$ cat config.mk
export PLATFORM = sky130hd
export DESIGN_NAME = camera_capture
export DESIGN_NICKNAME = d
export VERILOG_FILES = /design/src/rtl/cam_pkg.sv /design/src/rtl/cam_byte_pair.sv /design/src/rtl/camera_capture.sv
export SDC_FILE = /design/constraint.sdc
export NUM_CORES = 1
export LEC_CHECK = 0
export ABC_AREA = 0
export CAP_MARGIN = 20
export CORE_ASPECT_RATIO = 0.75
export CORE_MARGIN = 2
export CORE_UTILIZATION = 49
export CTS_CLUSTER_DIAMETER = 120
export DETAILED_ROUTE_END_ITERATION = 12
export GPL_ROUTABILITY_DRIVEN = 0
export PLACE_DENSITY = 0.78
export SLEW_MARGIN = 30
export SYNTH_ARGS = -nofsm -noshare
export SYNTH_HDL_FRONTEND = slang
export SYNTH_SLANG_ARGS = --single-unit
$ cat constraint.sdc
create_clock -name clk -period 2.4 [get_ports clk]
set_input_delay 0.36 -clock clk [delete_from_list [all_inputs] [get_ports clk]]
set_output_delay 0.36 -clock clk [all_outputs]
set_load 0.02 [all_outputs]
$ cat src/rtl/cam_pkg.sv
// Shared constants, FSM encoding and colour reduction for the camera capture path.
package cam_pkg;

  localparam int unsigned H_PIXELS     = 640;
  localparam int unsigned V_LINES      = 480;
  localparam int unsigned FRAME_PIXELS = H_PIXELS * V_LINES;

  localparam logic [1:0] ST_IDLE       = 2'd0;
  localparam logic [1:0] ST_WAIT_VS_HI = 2'd1;
  localparam logic [1:0] ST_WAIT_VS_LO = 2'd2;
  localparam logic [1:0] ST_CAPTURE    = 2'd3;

  // {R5,G6,B5} -> {R5[4:1], G6[5:2], B5[4:1]}
  function automatic logic [11:0] rgb565_to_rgb444(input logic [15:0] p);
    return {p[15:12], p[10:7], p[4:1]};
  endfunction

endpackage

$ cat src/rtl/cam_byte_pair.sv
// Pairs camera bytes into RGB565 pixels and reduces them to RGB444.
//   clk, reset   : pixel clock, synchronous active-high reset
//   clear        : force byte phase back to 0 (line end / not capturing)
//   byte_valid   : din carries an active byte this cycle
//   din          : registered camera byte
//   pix_valid_c  : combinational strobe, a full pixel is available this cycle
//   pix444_c     : combinational {R4,G4,B4} of the pixel being completed
module cam_byte_pair
  import cam_pkg::*;
(
  input  logic        clk,
  input  logic        reset,
  input  logic        clear,
  input  logic        byte_valid,
  input  logic [7:0]  din,
  output logic        pix_valid_c,
  output logic [11:0] pix444_c
);

  logic       phase_q, phase_d;
  logic [7:0] hi_q, hi_d;

  // Phase 0 latches the high byte, phase 1 completes the pixel.
  always_comb begin
    phase_d = phase_q;
    hi_d    = hi_q;
    if (clear) begin
      phase_d = 1'b0;
    end else if (byte_valid) begin
      if (!phase_q) hi_d = din;
      phase_d = ~phase_q;
    end
  end

  always_ff @(posedge clk) begin
    if (reset) begin
      phase_q <= 1'b0;
      hi_q    <= 8'd0;
    end else begin
      phase_q <= phase_d;
      hi_q    <= hi_d;
    end
  end

  assign pix_valid_c = byte_valid & phase_q & ~clear;
  assign pix444_c    = rgb565_to_rgb444({hi_q, din});

endmodule

$ cat src/rtl/camera_capture.sv
// Captures one RGB565 camera frame (or a continuous stream) into frame_buffer port A.
//   clk, reset            : camera pixel clock, synchronous active-high reset
//   arm                   : 1-cycle request to capture the next full frame
//   continuous            : re-arm after each frame (sampled at frame end)
//   cam_vsync/href/din    : raw camera PMOD signals
//   pixel_data/write_addr/write_enable : frame_buffer port A write
//   busy, frame_done, err : status; err = {overflow, short_frame}, sticky until next arm
module camera_capture #(
  parameter int unsigned H_PIXELS = 640,
  parameter int unsigned V_LINES  = 480,
  parameter int unsigned ADDR_W   = 19
) (
  input  logic              clk,
  input  logic              reset,
  input  logic              arm,
  input  logic              continuous,
  input  logic              cam_vsync,
  input  logic              cam_href,
  input  logic [7:0]        cam_din,
  output logic [11:0]       pixel_data,
  output logic [ADDR_W-1:0] write_addr,
  output logic              write_enable,
  output logic              busy,
  output logic              frame_done,
  output logic [1:0]        err
);
  import cam_pkg::*;

  localparam int unsigned LAST_ADDR = H_PIXELS * V_LINES - 1;

  logic              vsync_q, vsync_d, vsync_prev_q, vsync_prev_d;
  logic              href_q, href_d, href_prev_q, href_prev_d;
  logic [7:0]        din_q, din_d;
  logic [1:0]        state_q, state_d;
  logic [ADDR_W-1:0] addr_q, addr_d;
  logic              full_q, full_d;
  logic [11:0]       pixel_data_q, pixel_data_d;
  logic [ADDR_W-1:0] write_addr_q, write_addr_d;
  logic              write_enable_q, write_enable_d;
  logic              busy_q, busy_d;
  logic              frame_done_q, frame_done_d;
  logic [1:0]        err_q, err_d;

  logic        vs_rise_c, vs_fall_c, href_fall_c, in_capture_c;
  logic        byte_valid_c, clear_c, pix_valid_c;
  logic [11:0] pix444_c;

  // Input stage and one-cycle history for edge detection.
  always_comb begin
    vsync_d      = cam_vsync;
    href_d       = cam_href;
    din_d        = cam_din;
    vsync_prev_d = vsync_q;
    href_prev_d  = href_q;
  end

  assign vs_rise_c    = vsync_q & ~vsync_prev_q;
  assign vs_fall_c    = ~vsync_q & vsync_prev_q;
  assign href_fall_c  = ~href_q & href_prev_q;
  assign in_capture_c = (state_q == ST_CAPTURE);
  // A byte coinciding with frame end is not part of the frame.
  assign byte_valid_c = in_capture_c & href_q & ~vs_rise_c;
  assign clear_c      = ~in_capture_c | href_fall_c;

  cam_byte_pair u_byte_pair (
    .clk         (clk),
    .reset       (reset),
    .clear       (clear_c),
    .byte_valid  (byte_valid_c),
    .din         (din_q),
    .pix_valid_c (pix_valid_c),
    .pix444_c    (pix444_c)
  );

  // Next-state, address counter, status and write port.
  always_comb begin
    state_d        = state_q;
    addr_d         = addr_q;
    full_d         = full_q;
    err_d          = err_q;
    busy_d         = busy_q;
    pixel_data_d   = pixel_data_q;
    write_addr_d   = write_addr_q;
    write_enable_d = 1'b0;
    frame_done_d   = 1'b0;
    case (state_q)
      ST_IDLE: begin
        if (arm) begin
          state_d = ST_WAIT_VS_HI;
          err_d   = 2'b00;
          addr_d  = '0;
          full_d  = 1'b0;
          busy_d  = 1'b1;
        end
      end
      ST_WAIT_VS_HI: begin
        if (vs_rise_c) state_d = ST_WAIT_VS_LO;
      end
      ST_WAIT_VS_LO: begin
        if (vs_fall_c) begin
          state_d = ST_CAPTURE;
          addr_d  = '0;
          full_d  = 1'b0;
        end
      end
      ST_CAPTURE: begin
        if (pix_valid_c) begin
          // full_q marks that the last legal address has been written.
          if (full_q) begin
            err_d[1] = 1'b1;
          end else begin
            write_enable_d = 1'b1;
            pixel_data_d   = pix444_c;
            write_addr_d   = addr_q;
            if (addr_q == ADDR_W'(LAST_ADDR)) full_d = 1'b1;
            else                               addr_d = addr_q + ADDR_W'(1);
          end
        end
        if (vs_rise_c) begin
          frame_done_d = 1'b1;
          if (!full_q) err_d[0] = 1'b1;
          if (continuous) begin
            state_d = ST_WAIT_VS_LO;
          end else begin
            state_d = ST_IDLE;
            busy_d  = 1'b0;
          end
        end
      end
      default: state_d = ST_IDLE;
    endcase
  end

  always_ff @(posedge clk) begin
    if (reset) begin
      vsync_q        <= 1'b0;
      vsync_prev_q   <= 1'b0;
      href_q         <= 1'b0;
      href_prev_q    <= 1'b0;
      din_q          <= 8'd0;
      state_q        <= ST_IDLE;
      addr_q         <= '0;
      full_q         <= 1'b0;
      pixel_data_q   <= 12'd0;
      write_addr_q   <= '0;
      write_enable_q <= 1'b0;
      busy_q         <= 1'b0;
      frame_done_q   <= 1'b0;
      err_q          <= 2'b00;
    end else begin
      vsync_q        <= vsync_d;
      vsync_prev_q   <= vsync_prev_d;
      href_q         <= href_d;
      href_prev_q    <= href_prev_d;
      din_q          <= din_d;
      state_q        <= state_d;
      addr_q         <= addr_d;
      full_q         <= full_d;
      pixel_data_q   <= pixel_data_d;
      write_addr_q   <= write_addr_d;
      write_enable_q <= write_enable_d;
      busy_q         <= busy_d;
      frame_done_q   <= frame_done_d;
      err_q          <= err_d;
    end
  end

  assign pixel_data   = pixel_data_q;
  assign write_addr   = write_addr_q;
  assign write_enable = write_enable_q;
  assign busy         = busy_q;
  assign frame_done   = frame_done_q;
  assign err          = err_q;

endmodule

==> impl_metrics.tcl <==
set metrics [dict create \
    post_drt_wl_per_cell_microns 13.5 \
    grt_usage_pct 20.8 \
    diodes 0 \
    h-tree-depth 3 \
    drc 0 \
    syn2layout_area_growth_pct 24.2 \
    syn_area_sq_um 3120 \
    drt-initial-drc-count 214 \
    cts-buffers-inserted 9 \
    cts_buffer_depth 2 \
    syn_inst 373 \
    period_needed_ns 2.00 \
    core_area_sq_um 6220 \
    die_h_microns 73.1 \
    tns_ns 0 \
    post-place-cells 485 \
    cp.required_ns 2.68 \
    fillCellCount 541 \
    status "complete, no violations" \
    synth_warnings 0 \
    vias_per_cell 5.56 \
    tritoncts "yes" \
    synth_top_area_share_pct 50.1 \
    ys_ff_latch 78 \
    vias 2784 \
    overflow 0 \
    rows 25 \
    synth_edf_count 0 \
    fin_nets 430 \
    fp.dieW_microns 96.1 \
    drive_above_1_share_pct 7.14 \
    setup_viol 0 \
    slew_headroom_pct 55.0 \
    io_pins 50 \
    portBuffers 49 \
    syn_avg_cell_area_sq_um 8.36 \
    dp_hpwl_microns 4560 \
    cts_resized 0 \
    peakVddDrop_v 0.000390 \
    grt_pass1_vias 2519 \
    r2r_slack_ns 0.40 \
    synth_area_leader_cell "dfxtp_1" \
    finalWirelength_microns 6780 \
    rsz0062_at_grt "no" \
    syn_nets 388 \
    startpoint_type "register" \
    antenna_found_initial 0 \
    yosysSeqAreaShare_pct 50.1 \
    leakage_nw 1.26 \
    drv_slew 0 \
    setup.worst_path.end_class "register" \
    root_buffer "clkbuf_8" \
    grt_start_max_net_pins 34 \
    postCtsHoldBufs 0 \
    skew_ns 0.00988 \
    clk_pin_slew_ns 0.08 \
    firstDrtPassIters 5 \
    critPathKind "reg2reg" \
    start_util_pct 50.1 \
    yosysMostFrequentCell "dfxtp_1" \
    grt_pass1_wl_microns 11300 \
    post_cts_buffers 0 \
    synth.distinct_cells 39 \
    hold_viol 0 \
    critPathMaxFanout 6 \
    p_per_area_nw_per_um2 650 \
    async_flop_share_pct 0 \
    hp-class "reg2reg" \
    synthTopCellsByArea "dfxtp_1 (50%), a21oi_1 (9.5%), nand2_1 (9.0%)" \
    worstMarginPinSlew_ns 0.669 \
    cts.sinks 78 \
    worstSkewPairLatency_ns 0.36 \
    max-cap-violations 0 \
    synthFlopType "dfxtp_1" \
    ant_nets 0 \
    fin_crit_sh_pct 83.2 \
    die_area_sq_um 7030 \
    cp_data_arrival_time_ns 2.28 \
    max_freq_ghz 0.501 \
    synth_common_cells "dfxtp_1 (78), nand2_1 (75), a21oi_1 (59)" \
    final_cells 501 \
]
## layout by cell type, fill, tap and decap left out, types with 3 or more instances in the layout
cell type,instances
a211oi_1,3
a21oi_1,59
a31oi_1,10
and3_1,5
and4_1,3
buf_4,9
clkbuf_8,10
clkdlybuf4s50_1,48
dfxtp_1,78
inv_1,3
mux2i_1,9
nand2_1,75
nand2b_1,3
nand3_1,9
nand4_1,5
nor2_1,20
nor2b_1,13
nor3_1,6
o21ai_0,17
or3_1,9
## logic make-up (layout without fill, tap and decap cells)
logic type | Yosys count | after routing | synth area share (%)
compound gates | 97 | 97 | 17.1
mux | 9 | 9 | 2.89
simple gates | 158 | 158 | 25.0
fa+ha+maj | 1 | 1 | 0.401
buf+inv | 30 | 77 | 4.53
flops | 78 | 78 | 50.1
## where the power goes
part	internal (mW)	switching, mW	total (mW)
Clock	0.621	0.485	1.11
Combinational	0.0417	0.0511	0.0928
Sequential	1.31	0.0124	1.32
## worst max-delay path: stages, from the launching register on
cell     delay (ns)
dfxtp_1        0.42
ha_1           0.22
nand3_1        0.14
nor4_2         0.57
nand3_1        0.11
or3_1          0.32
a21oi_1        0.14
## through the flow
step           utilization [%]  setup WS (ns)  total power, mW  instance area, sq um  hold WS, ns
2_1_floorplan                -          0.668             1.41                  3120        0.417
3_3_place_gp              58.5          0.492             1.44                  3640        0.425
3_5_place_dp              58.5          0.457             1.44                  3640        0.425
4_1_cts                   62.2          0.432             2.55                  3870        0.446
5_1_grt                   62.2          0.196             2.60                  3870        0.471
6_report                  62.2          0.403             2.52                  3870        0.443
## state kept, by name (all words and copies together) (netlist names), 2 cells and up
signal and flops:
addr_q 19, state_q 2, din_q 8, u_byte_pair.hi_q 7, err 2, write_addr 19
pixel_data 12
## area by class of cell
class / count / area [sq um] / share of cell area [%]
Clock inverter: 6 / 92.6 / 2.39
Sequential cell: 78 / 1560 / 40.3
Timing Repair Buffer: 58 / 553 / 14.3
Clock buffer: 10 / 138 / 3.55
Inverter: 3 / 11.3 / 0.291
Multi-Input combinational cell: 265 / 1420 / 36.6
Tap cell: 81 / 101 / 2.62
## per-layer routing
metal / vias to the layer above / global-route usage, % / routed length [microns]
met5: - / 0 / 0
met4: 0 / 5.56 / 46
met3: 3 / 6.51 / 373
met2: 78 / 32.9 / 3170
met1: 1326 / 27.6 / 3190
li1: 1377 / - / -
## worst paths after layout
check | start | to | depth (start not counted)
min | din_q[3]$_SDFF_PP0_ | pixel_data[2]$_SDFFE_PP0P_ | 2
max reg2reg | addr_q[0]$_SDFFE_PP0P_ | addr_q[18]$_SDFFE_PP0P_ | 6
min reg2reg | din_q[3]$_SDFF_PP0_ | pixel_data[2]$_SDFFE_PP0P_ | 2
max | addr_q[0]$_SDFFE_PP0P_ | addr_q[18]$_SDFFE_PP0P_ | 6
Note: power is estimated with default switching activity, not from simulation.
